==> config.mk <==
export PLATFORM = sky130hd
export DESIGN_NAME = ace_trs_decoder
export DESIGN_NICKNAME = d
export VERILOG_FILES = /design/src/rtl/ace_trs_decoder.sv
export SDC_FILE = /design/constraint.sdc
export NUM_CORES = 1
export LEC_CHECK = 0
export ABC_CLOCK_PERIOD_IN_PS = 2200
export BUFFER_PORTS_ARGS = -buffer_cell sky130_fd_sc_hd__buf_4
export CORE_UTILIZATION = 44
export CTS_BUF_LIST = sky130_fd_sc_hd__clkbuf_4
export CTS_CLUSTER_SIZE = 16
export DETAILED_ROUTE_END_ITERATION = 7
export PLACE_DENSITY_LB_ADDON = 0.12
export SYNTH_ARGS = -nofsm -noshare
export SYNTH_HDL_FRONTEND = slang
export SYNTH_SLANG_ARGS = --single-unit
==> constraint.sdc <==
create_clock -name clk_i -period 2.2 [get_ports clk_i]
set_input_delay 0 -clock clk_i [delete_from_list [all_inputs] [get_ports clk_i]]
set_output_delay 0 -clock clk_i [all_outputs]
set_load 0.01 [all_outputs]
==> src/rtl/ace_trs_decoder.sv <==
// Purpose: classify ACE AW/AR requests into a transaction type and forward them through one output register.
// Latency: one cycle from input handshake to req_valid_o; sustains one request per cycle.
// Backpressure: inputs are accepted only while the entry is empty or draining this cycle; AW/AR contention alternates via a token.
module ace_trs_decoder #(
   parameter int unsigned IdWidth   = 4,
   parameter int unsigned AddrWidth = 64
) (
   input  logic                 clk_i,
   input  logic                 rst_ni,
   input  logic                 aw_valid_i,
   output logic                 aw_ready_o,
   input  logic [IdWidth-1:0]   aw_id_i,
   input  logic [AddrWidth-1:0] aw_addr_i,
   input  logic [2:0]           aw_snoop_i,
   input  logic [1:0]           aw_domain_i,
   input  logic [1:0]           aw_bar_i,
   input  logic                 ar_valid_i,
   output logic                 ar_ready_o,
   input  logic [IdWidth-1:0]   ar_id_i,
   input  logic [AddrWidth-1:0] ar_addr_i,
   input  logic [3:0]           ar_snoop_i,
   input  logic [1:0]           ar_domain_i,
   input  logic [1:0]           ar_bar_i,
   output logic                 req_valid_o,
   input  logic                 req_ready_i,
   output logic [2:0]           req_trs_o,
   output logic                 req_write_o,
   output logic [IdWidth-1:0]   req_id_o,
   output logic [AddrWidth-1:0] req_addr_o,
   output logic                 req_unsupported_o,
   output logic [7:0]           err_cnt_o
);

   // Transaction type encoding (ace_trs_t); R_NO_SNP is zero so the reset value is the AR fallback.
   localparam logic [2:0] R_NO_SNP  = 3'd0;
   localparam logic [2:0] R_ONCE    = 3'd1;
   localparam logic [2:0] R_SHARED  = 3'd2;
   localparam logic [2:0] C_INVALID = 3'd3;
   localparam logic [2:0] C_UNIQUE  = 3'd4;
   localparam logic [2:0] W_NO_SNP  = 3'd5;
   localparam logic [2:0] W_BACK    = 3'd6;

   typedef struct packed {
      logic [2:0]           trs;
      logic                 write;
      logic [IdWidth-1:0]   id;
      logic [AddrWidth-1:0] addr;
      logic                 unsupported;
   } entry_t;

   entry_t     entry;
   entry_t     nextEntry;
   logic       reqValid;
   logic       tokenAw;      // 0: AR wins the next contended cycle, 1: AW wins
   logic [7:0] errCnt;

   logic       canAccept;
   logic       bothValid;
   logic       grantAw;
   logic       grantAr;
   logic       accept;
   logic [2:0] arTrs;
   logic       arUnsup;
   logic [2:0] awTrs;
   logic       awUnsup;

   // Read decode: barrier requests and unlisted snoop/domain pairs fall back to R_NO_SNP, flagged.
   always_comb begin
      arTrs   = R_NO_SNP;
      arUnsup = 1'b1;
      if (!ar_bar_i[0]) begin
         if (ar_domain_i == 2'b00 || ar_domain_i == 2'b11) begin
            if (ar_snoop_i == 4'b0000) begin
               arTrs   = R_NO_SNP;
               arUnsup = 1'b0;
            end
         end else begin
            case (ar_snoop_i)
               4'b0000: begin arTrs = R_ONCE;    arUnsup = 1'b0; end
               4'b0001: begin arTrs = R_SHARED;  arUnsup = 1'b0; end
               4'b1001: begin arTrs = C_INVALID; arUnsup = 1'b0; end
               4'b1011: begin arTrs = C_UNIQUE;  arUnsup = 1'b0; end
               default: begin arTrs = R_NO_SNP;  arUnsup = 1'b1; end
            endcase
         end
      end
   end

   // Write decode: barrier requests and unlisted snoop/domain pairs fall back to W_NO_SNP, flagged.
   always_comb begin
      awTrs   = W_NO_SNP;
      awUnsup = 1'b1;
      if (!aw_bar_i[0]) begin
         if (aw_snoop_i == 3'b000 && (aw_domain_i == 2'b00 || aw_domain_i == 2'b11)) begin
            awTrs   = W_NO_SNP;
            awUnsup = 1'b0;
         end else if (aw_snoop_i == 3'b011 && aw_domain_i != 2'b11) begin
            awTrs   = W_BACK;
            awUnsup = 1'b0;
         end
      end
   end

   // Arbitration: the token only matters when both channels are valid; nothing is granted in reset.
   always_comb begin
      canAccept  = rst_ni && (!reqValid || req_ready_i);
      bothValid  = aw_valid_i && ar_valid_i;
      grantAw    = aw_valid_i && (!ar_valid_i || tokenAw);
      grantAr    = ar_valid_i && (!aw_valid_i || !tokenAw);
      aw_ready_o = canAccept && grantAw;
      ar_ready_o = canAccept && grantAr;
      accept     = aw_ready_o || ar_ready_o;
   end

   // Next entry: fields of the granted channel with its decoded type.
   always_comb begin
      nextEntry = '0;
      if (grantAw) begin
         nextEntry.trs         = awTrs;
         nextEntry.write       = 1'b1;
         nextEntry.id          = aw_id_i;
         nextEntry.addr        = aw_addr_i;
         nextEntry.unsupported = awUnsup;
      end else begin
         nextEntry.trs         = arTrs;
         nextEntry.write       = 1'b0;
         nextEntry.id          = ar_id_i;
         nextEntry.addr        = ar_addr_i;
         nextEntry.unsupported = arUnsup;
      end
   end

   // Output entry, arbitration token and saturating error counter.
   always_ff @(posedge clk_i) begin
      if (!rst_ni) begin
         reqValid <= 1'b0;
         entry    <= '0;
         tokenAw  <= 1'b0;
         errCnt   <= 8'd0;
      end else begin
         if (accept) begin
            reqValid <= 1'b1;
            entry    <= nextEntry;
            if (bothValid) begin
               tokenAw <= ~tokenAw;
            end
            if (nextEntry.unsupported && errCnt != 8'hFF) begin
               errCnt <= errCnt + 8'd1;
            end
         end else if (req_ready_i) begin
            reqValid <= 1'b0;
         end
      end
   end

   assign req_valid_o       = reqValid;
   assign req_trs_o         = entry.trs;
   assign req_write_o       = entry.write;
   assign req_id_o          = entry.id;
   assign req_addr_o        = entry.addr;
   assign req_unsupported_o = entry.unsupported;
   assign err_cnt_o         = errCnt;

endmodule

Yosys cells after proc, flatten, opt, wreduce, memory -nomap -nowiden
Index checks and enable logic that the tools add are counted.
{"block": "word_totals", "latch_bits": 0, "rom_bits": 0, "mem_count": 0, "in_bits": 156, "output_inout_bits": 84, "ramBits": 0, "reg_bits": 83}
{"block": "classes", "n_eq_ne": 8, "n_reduce_logical": 27, "mul": 0, "n_div": 0, "shift": 0, "addsub": 1, "n_lt_le_gt_ge": 0, "mux": 16, "n_bitwise": 1}
{"op": "$mux W73", "n": 1}
{"op": "$pmux W3 S4", "n": 1}
{"op": "$logic_and A1 B1 Y1", "n": 9}
{"op": "$mux W1", "n": 9}
{"op": "$add A8 B1 Y8 const B", "n": 1}
{"op": "$eq A4 B4 Y1 const B", "n": 2}
{"op": "$ne A8 B8 Y1 const B", "n": 1}
{"op": "$logic_or A1 B1 Y1", "n": 6}
{"op": "$mux W2", "n": 3}
{"op": "$mux W3", "n": 2}
{"op": "$eq A2 B2 Y1 const B", "n": 2}
{"op": "$eq A4 B1 Y1 const B", "n": 1}
{"op": "$logic_not A1 Y1", "n": 4}
{"op": "$logic_not A2 Y1", "n": 2}
{"op": "$logic_not A4 Y1", "n": 1}
{"op": "$reduce_and A2 Y1", "n": 2}
{"op": "$reduce_or A4 Y1", "n": 1}
{"op": "$eq A3 B2 Y1 const B", "n": 1}
{"op": "$logic_not A3 Y1", "n": 1}
{"op": "$ne A2 B2 Y1 const B", "n": 1}
{"op": "$reduce_bool A2 Y1", "n": 1}
{"op": "$not A1 Y1", "n": 1}

Logic depth before layout (Yosys ltp)
{"block": "logic_depth", "depth_word": 8, "ltp_mapped": 6, "depth_no_buf": 6}

Least setup slack after synthesis
OpenSTA, ideal clock, no wires.
{"block": "synth_timing", "kind": "flip-flop to flip-flop", "start": "register errCnt[0], in the netlist err_cnt_o[0]", "end": "register errCnt[5], in the netlist err_cnt_o[5]", "path_stages_with_launch": 7, "n_path_buf": 0, "setup_time_ps": 72, "synth_period_minus_slack_ps": 1683, "path_slack_ps": 517, "arrival_ps": 1612, "t_required_ps": 2128, "path_cell_list": "dfxtp_1 ha_1 nand2_1 or3_1 nand3b_1 a211o_1 mux2i_1"}
{"block": "synth_via", "elab_chain_len": 3}
{"item": "start: declaration", "line_no": "55", "rtl": "logic [7:0] errCnt;"}
{"item": "start signal: assignment", "line_no": "148", "rtl": "errCnt <= errCnt + 8'd1;"}
{"item": "branches (longest 3 deep; another with $add A8 B1 Y8)"}
Parallel ways; which one is timed is not known.
A chain may end at the register's enable or synchronous reset.

Worst setup path in the final report
{"block": "layout_timing", "start": "register reqValid, in the netlist req_valid_o", "end": "register entry, in the netlist req_trs_o[2]"}
{"block": "layout_via", "elab_chain_len": 5}
{"item": "start: declaration", "line_no": "53", "rtl": "logic reqValid;"}
{"item": "start signal: assignment", "line_no": "136", "rtl": "reqValid <= 1'b0;"}
{"item": "start signal: assignment", "line_no": "142", "rtl": "reqValid <= 1'b1;"}
{"item": "start signal: assignment", "line_no": "151", "rtl": "reqValid <= 1'b0;"}
{"item": "$logic_not A1 Y1 (*)", "line_no": "106", "rtl": "canAccept = rst_ni && (!reqValid || req_ready_i);"}
{"item": "$logic_or A1 B1 Y1 (*)", "line_no": "106"}
{"item": "$logic_and A1 B1 Y1 (*)", "line_no": "106"}
{"item": "$logic_and A1 B1 Y1, on equally long branches", "line_no": "110, 111"}
{"item": "$logic_or A1 B1 Y1 (*)", "line_no": "112", "rtl": "accept = aw_ready_o || ar_ready_o;"}
{"item": "end signal: assignment", "line_no": "143", "rtl": "entry <= nextEntry;"}
{"item": "end: declaration", "line_no": "51", "rtl": "entry_t entry;"}
Mark *: on every way between the ends. The rest lies on a longest branch, timed or not.

==> flow_summary.json <==
{
  "timing.max_cap.violations": 0,
  "timing.rr.end": "req_trs_o[2]",
  "die_w_um": 95.9,
  "synth_ff_type": "dfxtp_1",
  "maxSlewViolCount": 0,
  "via_count": 4601,
  "timing.setup.tns_ns": 0,
  "cp_num_cells": 6,
  "clkLatencyLatePin_ns": 0.43,
  "cp_slowest_cell": "dlygate4sd3_1",
  "cp-startpoint": "req_valid_o",
  "placed_area_mm2": 0.00568,
  "clock_path_buffers": 2,
  "start_util_pct": 46.2,
  "async_flop_share_pct": 0,
  "slowest_delay_ns": 0.58,
  "path_max_fanout": 5,
  "core_area_mm2": 0.00838,
  "ys_seq_area_share_pct": 42.9,
  "cts_buffers": 9,
  "grt_max_degree": 76,
  "cts_tree": "done",
  "stdcell_count": 875,
  "grt-ovfl-total": 0,
  "endpoint": "req_trs_o[2]",
  "reg2reg_setup_slack_ns": 0.08,
  "cp_top_family": "buffers and inverters",
  "grt_pass1_wl_um": 22600,
  "synth_nets": 557,
  "fill_cells": 395,
  "synth-edff-count": 0,
  "gp_congestion": 0.827,
  "vias_per_cell": 5.26,
  "r2r_start": "req_valid_o",
  "io_buffers": 237,
  "synth_cell_types": 40,
  "maxSlewHeadroom_pct": 43.8,
  "antenna_found_initial": 1,
  "h-tree-depth": 3,
  "cp-end-kind": "flip-flop",
  "fin_crit_sh_pct": 96.2,
  "avgSynthCellArea_um2": 9.71,
  "p_leak_nw": 3.55,
  "routedWlPerCell_um": 17.6,
  "status": "complete, no violations",
  "drive_above_1_share_pct": 35.6,
  "hold_path_class": "in2reg",
  "fmax_mhz": 473,
  "reg2regPathDepth": 6,
  "grt_usage_pct": 32.8,
  "layout_common_cells": "239 x buf_4, 143 x dlygate4sd3_1, 83 x dfxtp_1",
  "die_h_um": 95.9,
  "synth-seq-cells": 83,
  "criticalPathCategory": "reg2reg",
  "first_pass_iters": 4,
  "cpMostUsedCell": "dlygate4sd3_1",
  "rsz0062_at_grt": "no",
  "ir_worst_vdd_v": 0.000312,
  "row_count": 33,
  "cp.arrival_ns": 2.42,
  "ys_warn_count": 0,
  "tightest_slew_ns": 0.843,
  "path_clk_slew_ns": 0.13,
  "drc": 0,
  "cts_root_buf": "clkbuf_4",
  "drt-total-wl_um": 15400,
  "netlist_area_mm2": 0.00388,
  "clock_sinks": 83,
  "placed_cells": 715,
  "final_common_cell": "buf_4",
  "critPathBufInv": 2,
  "setup_violations": 0,
  "power_density_mw_per_mm2": 525,
  "design_area_mm2": 0.00728,
  "crit_path_start_kind": "flip-flop",
  "cp.required_ns": 2.50,
  "post-dp-hpwl_um": 7870,
  "hold_viol": 0,
  "synthCells": 399,
  "clock_skew_ns": 0.0237,
  "crit_path_cell_trace": "nand2b_4, nand4_1, a41oi_1, dlygate4sd3_1, nor2_1, dlygate4sd3_1",
  "antenna_left": 0,
  "pin_count": 240,
  "die-area_mm2": 0.00919,
  "drtIter0Drc": 186,
  "period_needed_ns": 2.12,
  "fin_nets": 923,
  "grt_pass1_vias": 4684,
  "syn_to_final_growth_pct": 87.9
}
==> metrics by stage <==
| step | utilization (%) | power, mW | worst slack [ns] | hold slack [ns] |
|---|---|---|---|---|
| 2_1_floorplan | - | 2.15 | 0.517 | 0.174 |
| 3_3_place_gp | 67.8 | 2.59 | 0.432 | 0.321 |
| 3_5_place_dp | 67.8 | 2.61 | 0.413 | 0.312 |
| 4_1_cts | 86.7 | 3.77 | 0.0212 | 0.00971 |
| 5_1_grt | 86.9 | 3.99 | 0.0124 | 0.0276 |
| 6_report | 86.9 | 3.82 | 0.0842 | 0.0335 |
==> registers in the layout, summed over array words and instances, names as in the netlist <==
signal,count
err_cnt_o,8
req_addr_o,64
req_id_o,4
req_trs_o,3
req_unsupported_o,1
req_valid_o,1
req_write_o,1
tokenAw,1
==> synthesized netlist by cell type, types with 3 or more instances <==
master / number / area share (%)
dfxtp_1: 83 / 43
nor2_1: 78 / 7.6
mux2i_1: 74 / 19
a211oi_1: 60 / 12
buf_2: 14 / 1.8
nand2_1: 11 / 1.1
a211oi_2: 9 / 2.9
clkbuf_1: 7 / 0.68
buf_6: 6 / 1.7
nand3_1: 6 / 0.77
a21oi_1: 4 / 0.52
a21o_1: 3 / 0.58
buf_4: 3 / 0.58
inv_1: 3 / 0.29
nor3_1: 3 / 0.39
==> power breakdown <==
part,total (mW),switching [mW],internal (mW)
Combinational,1.17,0.500,0.669
Sequential,1.69,0.0685,1.62
Clock,0.968,0.520,0.448
Total,3.82,1.09,2.74
==> area by class of cell <==
type	count	area [um^2]	share of cell area [%]
timing repair buffer	386	3310	45.4
sequential	83	1660	22.8
inverter	3	11.3	0.155
antenna	1	2.50	0.0344
multi-input combinational	282	2020	27.7
clock inverter	6	81.3	1.12
tap	105	131	1.80
clock buffer	9	67.6	0.928
==> worst min-delay path, stage by stage <==
cell and delay (ns):
buf_4 0.08, nor2_1 0.04, nand2_1 0.09, o211a_1 0.16, nor3_1 0.04
==> metal layers <==
metal	up-vias	share of wire, %	global-route usage, %	wire (um)
met4	0	5.0	19.7	767
met5	-	0	0	0
met1	2118	36	33.3	5500
met3	61	7.4	9.08	1150
met2	232	52	59.8	8030
li1	2190	-	-	-
==> what timing repair did <==
item,CTS,global route
gates resized for setup,0,1
hold buffers,143,0
endpoints found under the hold margin,80,0
endpoints found under the setup margin,0,1
buffers inserted,0,1
==> how the worst min path moves through the flow <==
| stage | start | endpoint | slack, ns | cells past startpoint |
|---|---|---|---|---|
| floorplan | aw_valid_i | aw_ready_o | 0.17 | 1 |
| global placement | ar_snoop_i[1] | req_trs_o[2] | 0.32 | 3 |
| detailed placement | ar_snoop_i[1] | req_trs_o[2] | 0.31 | 3 |
| CTS | aw_bar_i[0] | req_trs_o[1] | 0.01 | 5 |
| global route | aw_bar_i[0] | req_trs_o[1] | 0.03 | 5 |
| finish | aw_snoop_i[2] | req_trs_o[1] | 0.03 | 5 |
==> kinds of logic (layout without fill, tap and decap cells) <==
| family | after synthesis | after routing | share of synthesized area (%) |
|---|---|---|---|
| buffers and inverters | 34 | 404 | 5.20 |
| AOI/OAI and AO/OA | 90 | 90 | 18.5 |
| adders and majority gates | 2 | 2 | 0.645 |
| xor gates and xnor gates | 3 | 3 | 0.678 |
| and+or+nand+nor | 113 | 113 | 13.0 |
| muxes | 74 | 74 | 19.1 |
| DFF | 83 | 83 | 42.9 |
| other | 0 | 1 | 0 |
Note: power is estimated with default switching activity, not from simulation.
